File: src/rtl/cu_pkg.sv
// Shared constants for the hardwired control unit: opcodes, ALU codes,
// sequencer state encodings and the instruction-class type.
package cu_pkg;

    localparam logic [4:0] OP_LD   = 5'b00000;
    localparam logic [4:0] OP_LDI  = 5'b00001;
    localparam logic [4:0] OP_ST   = 5'b00010;
    localparam logic [4:0] OP_ADD  = 5'b00011;
    localparam logic [4:0] OP_SUB  = 5'b00100;
    localparam logic [4:0] OP_AND  = 5'b00101;
    localparam logic [4:0] OP_OR   = 5'b00110;
    localparam logic [4:0] OP_ROR  = 5'b00111;
    localparam logic [4:0] OP_ROL  = 5'b01000;
    localparam logic [4:0] OP_SHR  = 5'b01001;
    localparam logic [4:0] OP_SHRA = 5'b01010;
    localparam logic [4:0] OP_SHL  = 5'b01011;
    localparam logic [4:0] OP_ADDI = 5'b01100;
    localparam logic [4:0] OP_ANDI = 5'b01101;
    localparam logic [4:0] OP_ORI  = 5'b01110;
    localparam logic [4:0] OP_MUL  = 5'b01111;
    localparam logic [4:0] OP_DIV  = 5'b10000;
    localparam logic [4:0] OP_NEG  = 5'b10001;
    localparam logic [4:0] OP_NOT  = 5'b10010;
    localparam logic [4:0] OP_BR   = 5'b10011;
    localparam logic [4:0] OP_JR   = 5'b10100;
    localparam logic [4:0] OP_JAL  = 5'b10101;
    localparam logic [4:0] OP_IN   = 5'b10110;
    localparam logic [4:0] OP_OUT  = 5'b10111;
    localparam logic [4:0] OP_MFHI = 5'b11000;
    localparam logic [4:0] OP_MFLO = 5'b11001;
    localparam logic [4:0] OP_NOP  = 5'b11010;
    localparam logic [4:0] OP_HALT = 5'b11011;

    localparam logic [4:0] ALU_ADD   = 5'b00011;
    localparam logic [4:0] ALU_INCPC = 5'b11111;

    localparam logic [3:0] S_T0   = 4'd0;
    localparam logic [3:0] S_T1   = 4'd1;
    localparam logic [3:0] S_T2   = 4'd2;
    localparam logic [3:0] S_T3   = 4'd3;
    localparam logic [3:0] S_T4   = 4'd4;
    localparam logic [3:0] S_T5   = 4'd5;
    localparam logic [3:0] S_T6   = 4'd6;
    localparam logic [3:0] S_T7   = 4'd7;
    localparam logic [3:0] S_HALT = 4'd8;

    typedef enum logic [3:0] {
        C_RALU, C_IMM, C_MULDIV, C_UNARY,
        C_LDI, C_LD, C_ST, C_BR,
        C_JR, C_JAL, C_IN, C_OUT,
        C_MFHI, C_MFLO, C_NOP, C_HALT
    } cls_t;

endpackage

File: src/rtl/cu_decode.sv
// Opcode to instruction-class decode; the sequencer only sees the class.
// Unassigned opcodes fall into the nop class.
module cu_decode
    import cu_pkg::*;
#(
    parameter int OPW = 5
) (
    input  logic [OPW-1:0] op_i,
    output cls_t           cls_o
);

    // Classify the opcode
    always_comb begin
        cls_o = C_NOP;
        unique case (op_i)
            OP_ADD, OP_SUB, OP_AND, OP_OR, OP_ROR,
            OP_ROL, OP_SHR, OP_SHRA, OP_SHL: cls_o = C_RALU;
            OP_ADDI, OP_ANDI, OP_ORI:      cls_o = C_IMM;
            OP_MUL, OP_DIV:                cls_o = C_MULDIV;
            OP_NEG, OP_NOT:                cls_o = C_UNARY;
            OP_LDI:                        cls_o = C_LDI;
            OP_LD:                         cls_o = C_LD;
            OP_ST:                         cls_o = C_ST;
            OP_BR:                         cls_o = C_BR;
            OP_JR:                         cls_o = C_JR;
            OP_JAL:                        cls_o = C_JAL;
            OP_IN:                         cls_o = C_IN;
            OP_OUT:                        cls_o = C_OUT;
            OP_MFHI:                       cls_o = C_MFHI;
            OP_MFLO:                       cls_o = C_MFLO;
            OP_HALT:                       cls_o = C_HALT;
            default:                       cls_o = C_NOP;
        endcase
    end

endmodule

File: src/rtl/control_unit.sv
// Hardwired Moore sequencer driving DataPath strobes from IR[31:27].
// Optional macro CU_MEM_WAIT_EN adds mem_ready handshaking on memory states.
module control_unit
    import cu_pkg::*;
#(
    parameter int OPW  = 5,
    parameter int ALUW = 5
) (
    input  logic            clock,
    input  logic            clear,
    input  logic [31:0]     IR,
    input  logic            ConOut,
`ifdef CU_MEM_WAIT_EN
    input  logic            mem_ready,
`endif
    output logic            HiIn,
    output logic            LoIn,
    output logic            ZIn,
    output logic            PCIn,
    output logic            MDRIn,
    output logic            MARIn,
    output logic            YIn,
    output logic            OPortIn,
    output logic            IRIn,
    output logic            HiOut,
    output logic            LoOut,
    output logic            ZHiOut,
    output logic            ZLoOut,
    output logic            PCOut,
    output logic            MDROut,
    output logic            IPortOut,
    output logic            COut,
    output logic            Gra,
    output logic            Grb,
    output logic            Grc,
    output logic            RIn,
    output logic            ROut,
    output logic            BAOut,
    output logic            Conin,
    output logic            memread,
    output logic            memwrite,
    output logic [ALUW-1:0] ALUCode,
    output logic            run
);

    logic [3:0]     state_q;
    logic [3:0]     state_d;
    logic [OPW-1:0] op;
    cls_t           cls;
    logic           mem_rdy;
    logic           unused_ir;

    assign op        = IR[31 -: OPW];
    assign unused_ir = ^IR[31-OPW:0];

`ifdef CU_MEM_WAIT_EN
    assign mem_rdy = mem_ready;
`else
    assign mem_rdy = 1'b1;
`endif

    cu_decode #(.OPW(OPW)) u_dec (
        .op_i  (op),
        .cls_o (cls)
    );

    // State advances on the falling edge so strobes are settled by the rising edge
    always_ff @(negedge clock or negedge clear) begin
        if (!clear) state_q <= S_T0;
        else        state_q <= state_d;
    end

    // Next-state: fetch, then class-dependent execute length, then back to T0
    always_comb begin
        state_d = S_T0;
        unique case (state_q)
            S_T0: state_d = S_T1;
            S_T1: state_d = mem_rdy ? S_T2 : S_T1;
            S_T2: begin
                unique case (cls)
                    C_NOP:   state_d = S_T0;
                    C_HALT:  state_d = S_HALT;
                    default: state_d = S_T3;
                endcase
            end
            S_T3: begin
                unique case (cls)
                    C_JR, C_IN, C_OUT,
                    C_MFHI, C_MFLO: state_d = S_T0;
                    default:        state_d = S_T4;
                endcase
            end
            S_T4: begin
                unique case (cls)
                    C_UNARY, C_JAL: state_d = S_T0;
                    default:        state_d = S_T5;
                endcase
            end
            S_T5: begin
                unique case (cls)
                    C_RALU, C_IMM, C_LDI: state_d = S_T0;
                    default:              state_d = S_T6;
                endcase
            end
            S_T6: begin
                unique case (cls)
                    C_LD:    state_d = mem_rdy ? S_T7 : S_T6;
                    C_ST:    state_d = mem_rdy ? S_T0 : S_T6;
                    default: state_d = S_T0;
                endcase
            end
            S_T7:   state_d = S_T0;
            S_HALT: state_d = S_HALT;
            default: state_d = S_T0;
        endcase
    end

    // Strobe decode from state and class; everything forced low during clear
    always_comb begin
        HiIn = 1'b0; LoIn = 1'b0; ZIn = 1'b0; PCIn = 1'b0;
        MDRIn = 1'b0; MARIn = 1'b0; YIn = 1'b0; OPortIn = 1'b0;
        IRIn = 1'b0; HiOut = 1'b0; LoOut = 1'b0; ZHiOut = 1'b0;
        ZLoOut = 1'b0; PCOut = 1'b0; MDROut = 1'b0; IPortOut = 1'b0;
        COut = 1'b0; Gra = 1'b0; Grb = 1'b0; Grc = 1'b0;
        RIn = 1'b0; ROut = 1'b0; BAOut = 1'b0; Conin = 1'b0;
        memread = 1'b0; memwrite = 1'b0;
        ALUCode = '0;
        run = clear && (state_q != S_HALT);
        if (clear) begin
            unique case (state_q)
                S_T0: begin
                    PCOut = 1'b1; MARIn = 1'b1; ZIn = 1'b1;
                    ALUCode = ALUW'(ALU_INCPC);
                end
                S_T1: begin
                    ZLoOut = 1'b1; PCIn = 1'b1;
                    memread = 1'b1; MDRIn = 1'b1;
                end
                S_T2: begin
                    MDROut = 1'b1; IRIn = 1'b1;
                end
                S_T3: begin
                    unique case (cls)
                        C_RALU, C_IMM: begin
                            Grb = 1'b1; ROut = 1'b1; YIn = 1'b1;
                        end
                        C_MULDIV: begin
                            Gra = 1'b1; ROut = 1'b1; YIn = 1'b1;
                        end
                        C_UNARY: begin
                            Grb = 1'b1; ROut = 1'b1; ZIn = 1'b1;
                            ALUCode = ALUW'(op);
                        end
                        C_LDI, C_LD, C_ST: begin
                            Grb = 1'b1; BAOut = 1'b1; YIn = 1'b1;
                        end
                        C_BR: begin
                            Gra = 1'b1; ROut = 1'b1; Conin = 1'b1;
                        end
                        C_JR: begin
                            Gra = 1'b1; ROut = 1'b1; PCIn = 1'b1;
                        end
                        C_JAL: begin
                            PCOut = 1'b1; Grb = 1'b1; RIn = 1'b1;
                        end
                        C_IN: begin
                            IPortOut = 1'b1; Gra = 1'b1; RIn = 1'b1;
                        end
                        C_OUT: begin
                            Gra = 1'b1; ROut = 1'b1; OPortIn = 1'b1;
                        end
                        C_MFHI: begin
                            HiOut = 1'b1; Gra = 1'b1; RIn = 1'b1;
                        end
                        C_MFLO: begin
                            LoOut = 1'b1; Gra = 1'b1; RIn = 1'b1;
                        end
                        default: ;
                    endcase
                end
                S_T4: begin
                    unique case (cls)
                        C_RALU: begin
                            Grc = 1'b1; ROut = 1'b1; ZIn = 1'b1;
                            ALUCode = ALUW'(op);
                        end
                        C_IMM: begin
                            COut = 1'b1; ZIn = 1'b1;
                            ALUCode = ALUW'(op);
                        end
                        C_MULDIV: begin
                            Grb = 1'b1; ROut = 1'b1; ZIn = 1'b1;
                            ALUCode = ALUW'(op);
                        end
                        C_UNARY: begin
                            ZLoOut = 1'b1; Gra = 1'b1; RIn = 1'b1;
                        end
                        C_LDI, C_LD, C_ST: begin
                            COut = 1'b1; ZIn = 1'b1;
                            ALUCode = ALUW'(ALU_ADD);
                        end
                        C_BR: begin
                            PCOut = 1'b1; YIn = 1'b1;
                        end
                        C_JAL: begin
                            Gra = 1'b1; ROut = 1'b1; PCIn = 1'b1;
                        end
                        default: ;
                    endcase
                end
                S_T5: begin
                    unique case (cls)
                        C_RALU, C_IMM, C_LDI: begin
                            ZLoOut = 1'b1; Gra = 1'b1; RIn = 1'b1;
                        end
                        C_MULDIV: begin
                            ZLoOut = 1'b1; LoIn = 1'b1;
                        end
                        C_LD, C_ST: begin
                            ZLoOut = 1'b1; MARIn = 1'b1;
                        end
                        C_BR: begin
                            COut = 1'b1; ZIn = 1'b1;
                            ALUCode = ALUW'(ALU_ADD);
                        end
                        default: ;
                    endcase
                end
                S_T6: begin
                    unique case (cls)
                        C_MULDIV: begin
                            ZHiOut = 1'b1; HiIn = 1'b1;
                        end
                        C_LD: begin
                            memread = 1'b1; MDRIn = 1'b1;
                        end
                        C_ST: begin
                            memwrite = 1'b1; Gra = 1'b1; ROut = 1'b1;
                        end
                        C_BR: begin
                            ZLoOut = 1'b1; PCIn = ConOut;
                        end
                        default: ;
                    endcase
                end
                S_T7: begin
                    if (cls == C_LD) begin
                        MDROut = 1'b1; Gra = 1'b1; RIn = 1'b1;
                    end
                end
                default: ;
            endcase
        end
    end

endmodule
File: config.mk
export PLATFORM = sky130hd
export DESIGN_NAME = control_unit
export DESIGN_NICKNAME = d
export VERILOG_FILES = /design/src/rtl/cu_pkg.sv /design/src/rtl/cu_decode.sv /design/src/rtl/control_unit.sv
export SDC_FILE = /design/constraint.sdc
export NUM_CORES = 1
export LEC_CHECK = 0
export ABC_AREA = 1
export BUFFER_PORTS_ARGS = -buffer_cell sky130_fd_sc_hd__buf_2
export CORE_ASPECT_RATIO = 0.6
export CORE_MARGIN = 5
export CORE_UTILIZATION = 48
export CTS_CLUSTER_SIZE = 25
export DETAILED_ROUTE_END_ITERATION = 10
export PLACE_DENSITY = 0.89
export SYNTH_ARGS = -nofsm -noshare
export SYNTH_HDL_FRONTEND = slang
export SYNTH_SLANG_ARGS = --single-unit
File: constraint.sdc
create_clock -name clock -period 3.73 [get_ports clock]
set_input_delay 0.746 -clock clock [delete_from_list [all_inputs] [get_ports clock]]
set_output_delay 0.746 -clock clock [all_outputs]
set_load 0.02 [all_outputs]
==> results of run 1 <==
[metrics by stage]
step / hold slack, ps / setup TNS [ps]
after floorplan: 532.4 / -2613
after global placement: 579.8 / -7225
after detailed placement: 604.7 / -10630
[logic make-up after synthesis]
logic type,Yosys count,synth area share [%]
AOI/OAI and AO/OA,31,16.06
buffers and inverters,37,13.15
DFF,4,8.621
and+or+nand+nor,129,62.18
[cell usage after synthesis (all sizes together)]
cell type  instances
nand2             58
nor2              40
inv               32
nand3             23
a21oi             14
o21ai             11
buf                4
dfrtn              4
nor3               4
a31oi              2
a41oi              2
nand4              2
clkbuf             1
nand3b             1
nor4               1
o2111ai            1
o31ai              1
==> results.md, run 1 <==
- Dpl cells: 323
- H-tree Lvls: 1
- Top area cells in the synthesized netlist: nand2_1, nor2_1, dfrtn_1, nand3_1, nand2_2
- Root Buffer: clkbuf_8
- Stop Error: [ERROR DPL-0038] Utilization greater than 100%, impossible to legalize
- DP Worst Slack: -418.2 ps
- Sequential fraction of the synthesis area: 8.621%
- Hold_buf cts: 0
- Post-cts resize count: 95
- Syn_nets: 236
- Row cnt: 13
- Mapped Area: 1161 um^2
- Setup Buffers After CTS: 12
- I/O pin cnt: 67
- Synth top area share: 12.61%
- Post-synth top area cell: nand2_1
- Syn_area_per_cell: 5.777 um^2
- Die boundary width: 73.50 um
- Placed inst area: 2007 um^2
- Initial Utilization: 52.11%
- Netlist cell types: 31
- Gpl congestion: 0.9534
- IO Port Bufs: 39
- Stopped at: clock tree synthesis
- Total CTS buffers: 3
- Placed wire-length estimate: 4.392 mm
- CTS Buffer Depth: 2
- Die Height: 48.10 um
- Syn. warnings: 0
- Sinks on the clock net: 4
- Gate Count Post-Synth: 201
- Yosys reg bits: 4
- Outcome: did not finish
==> run 2, diff against run 1 <==
- CORE_AREA: default -> 5 5 66 68
- CORE_ASPECT_RATIO: 0.6 -> default
- CORE_MARGIN: 5 -> default
- CORE_UTILIZATION: 48 -> default
- CTS_CLUSTER_SIZE: 25 -> default
- DIE_AREA: default -> 0 0 71 73
- PLACE_DENSITY: 0.89 -> default
- PLACE_DENSITY_LB_ADDON: default -> 0.15
==> results.md, run 2 <==
- Post-Route WL: 4.486 mm
- Layout fillers: 363
- Combinational family with the most area after synthesis: simple AND/OR/NAND/NOR gates
- Grt total ovfl: 0
- HP Class: register to register
- Critical path peak fanout: 6
- Placed inst area: 2044 um^2
- Final Instance Count excl. Fillers: 357
- FF-to-FF setup slack: 2280 ps
- Leading cell type in the layout, fill and taps excluded: buf_4
- Biggest register: state_q
- Final net count: 344
- Compound-gate portion of the synthesized area: 16.06%
- I/O pin cnt: 67
- Sequential fraction of the synthesis area: 8.621%
- Most common cell in the netlist: nand2_1
- Total CTS buffers: 3
- Vias in the first global route: 1,673
- Antenna diodes: 0
- Final ANT Viol Nets: 0
- Max-slew violation count: 0
- Gate Count Post-Synth: 201
- Max VDD drop: 0.1423 mV
- Hold path startpoint: state_q[2]$_DFF_NN0_
- CTS Buffer Depth: 2
- Area of the multi-input gates: 1195 um^2
- First DRT Iteration DRCs: 40
- Routed vias/inst: 4.742
- Post-Route Skew: 2.447 ps
- Outcome: finished, violations left
- Total negative slack: -14,980 ps
- Final setup margin: -575.2 ps
- Root Buffer: clkbuf_8
- Final hold slack: 634.6 ps
- Fin util: 62.85%
- Most frequent cells in the layout: buf_4, nand2_1, nor2_4
- Syn_nets: 236
- R2r endpoint: state_q[3]$_DFF_NN0_
- Die Footprint: 5183 um^2
- Dpl cells: 343
- Slew @ Worst Pin: 702.0 ps
- Design Area, Final: 2387 um^2
- Relative slew margins: 53.15%
- Worst-Skew Late Latency: 240 ps
- Sequential share of power: 7.9%
- Clock power share: 9.1%
- Setup crit end kind: output pin
- First-pass GRT wire length: 7.314 mm
- Switching share of power: 48.63%
- Post-synth top cells: nand2_1, nor2_1, inv_1
- Pwr Density: 419.9 nW/um^2
- Top_reg_cell synth: dfrtn_1
- Placed wire-length estimate: 3.470 mm
- Syn_area_per_cell: 5.777 um^2
- Post-Synth XOR/XNOR Area: 0%
- CP Launch Type: register
- Aggregate global-route resource usage: 17.37%
- FF-to-FF Start: state_q[1]$_DFF_NN0_
- Share of cells above drive strength 1: 70.03%
- Post-route DRC: 0
- Post-Synth Adder-Cell Area: 0%
- Average routed wire per standard cell: 12.57 um
- Final Hold Fails: 0
- Sinks on the clock net: 4
- Area added between synthesis and finish: 105.6%
- IO Port Bufs: 39
- Syn. warnings: 0
- Async set-or-reset flop fraction in the synthesized netlist: 100.0%
- Die boundary width: 71 um
- Pre-antenna DRT Iters: 4
- Mapped Area: 1161 um^2
- MaxCap Viol Count: 0
- Yosys reg bits: 4
- Via count: 1,693
- DP Worst Slack: -344.3 ps
- Max reg flops: 4
- PnR Total Power: 1.002 mW
- Largest registers: state_q x4
- Simple-gate share of the synthesized area: 62.18%
- CP arrival: 3560 ps
- Sequential cell area: 100.1 um^2
- Pin count of the biggest net entering global routing: 14
- Worst Reg-to-Reg Cells: 9
- Synth top area share: 12.61%
- Worst setup startpoint: state_q[1]$_DFF_NN0_
- Die Height: 73 um
- Row cnt: 23
- Worst Path Class, Setup: register to output pin
- Top area cells in the synthesized netlist: nand2_1, nor2_1, dfrtn_1, nand3_1, nand2_2
- Initial Utilization: 30.57%
- Leakage power: 1.144 nW
- Comb pwr share: 83.0%
- Switching power: 0.4875 mW
- Gpl congestion: 0.8257
- Failing checks: negative setup slack
- Post-synth top area cell: nand2_1
- Post-synth EDFFs: 0
- RSZ-0062 raised after global routing: true
- Netlist cell types: 31
- Core area: 3799 um^2
- CTS tree: done
- Proportion of synthesized area in mux cells: 0%
- CTS clk-pin slew, worst paths: 30 ps
- Required @ worst endpoint: 2980 ps
- Antenna violations before repair: 0
- Endpoints failing setup: 32
- P_int: 0.5149 mW
- H-tree Lvls: 1
- Critical Path Sink: PCIn
[run 2: cell counts after synthesis]
No cell type changed its count.
[run 2: routing by layer]
layer | GRT usage (%) | part of all wire [%] | vias to the layer above
met3 | 1.791 | 3.5 | 10
met4 | 5.219 | 1.7 | 0
li1 | - | - | 869
met2 | 31.31 | 52 | 32
met5 | 0 | 0 | -
met1 | 21.75 | 43 | 782
[run 2: worst min path at each step]
stage | endpoint | slack (ps) | cells past startpoint
after global placement | state_q[3]$_DFF_NN0_ | 580 | 3
after detailed placement | state_q[3]$_DFF_NN0_ | 600 | 3
after global routing | state_q[3]$_DFF_NN0_ | 690 | 3
after CTS | state_q[3]$_DFF_NN0_ | 600 | 3
final | state_q[3]$_DFF_NN0_ | 630 | 3
after floorplan | state_q[3]$_DFF_NN0_ | 530 | 3
[run 2: timing repair]
item,CTS,global route
hold buffers,0,0
gates resized for setup,45,31
setup endpoints to repair,32,34
buffers inserted,6,7
pin swaps,9,24
endpoints found under the hold margin,0,0
[run 2: area by class of cell]
type                    instances  area share [%]
multi-input cells             160           50.05
repair buffers                108           36.06
inverters                      32           5.346
flip-flops and latches          4           4.193
well taps                      50           2.621
clock buffers                   3           1.730
[run 2: critical path: stages (launching register included)]
cell and delay (ps):
dfrtn_1 380, nor2_2 170, inv_2 60, nor2_4 150, nand4_1 190, buf_4 180
a41oi_2 130, buf_4 170
[run 2: power groups by stage]
stage / registers [mW] / logic, mW / clock network [mW]
floorplan: 0.0764 / 0.413 / 0
global placement: 0.0796 / 0.669 / 0
detailed placement: 0.0793 / 0.671 / 0
CTS: 0.0779 / 0.790 / 0.0921
global route: 0.0801 / 0.901 / 0.0941
finish: 0.0795 / 0.832 / 0.0912
[run 2: logic make-up (layout without fill, tap and decap cells)]
kind of cell    after synthesis  in the layout
simple gates                129            129
flops                         4              4
buf+inv                      37            143
compound gates               31             31
No activity file was read; power rests on OpenSTA's default activity.
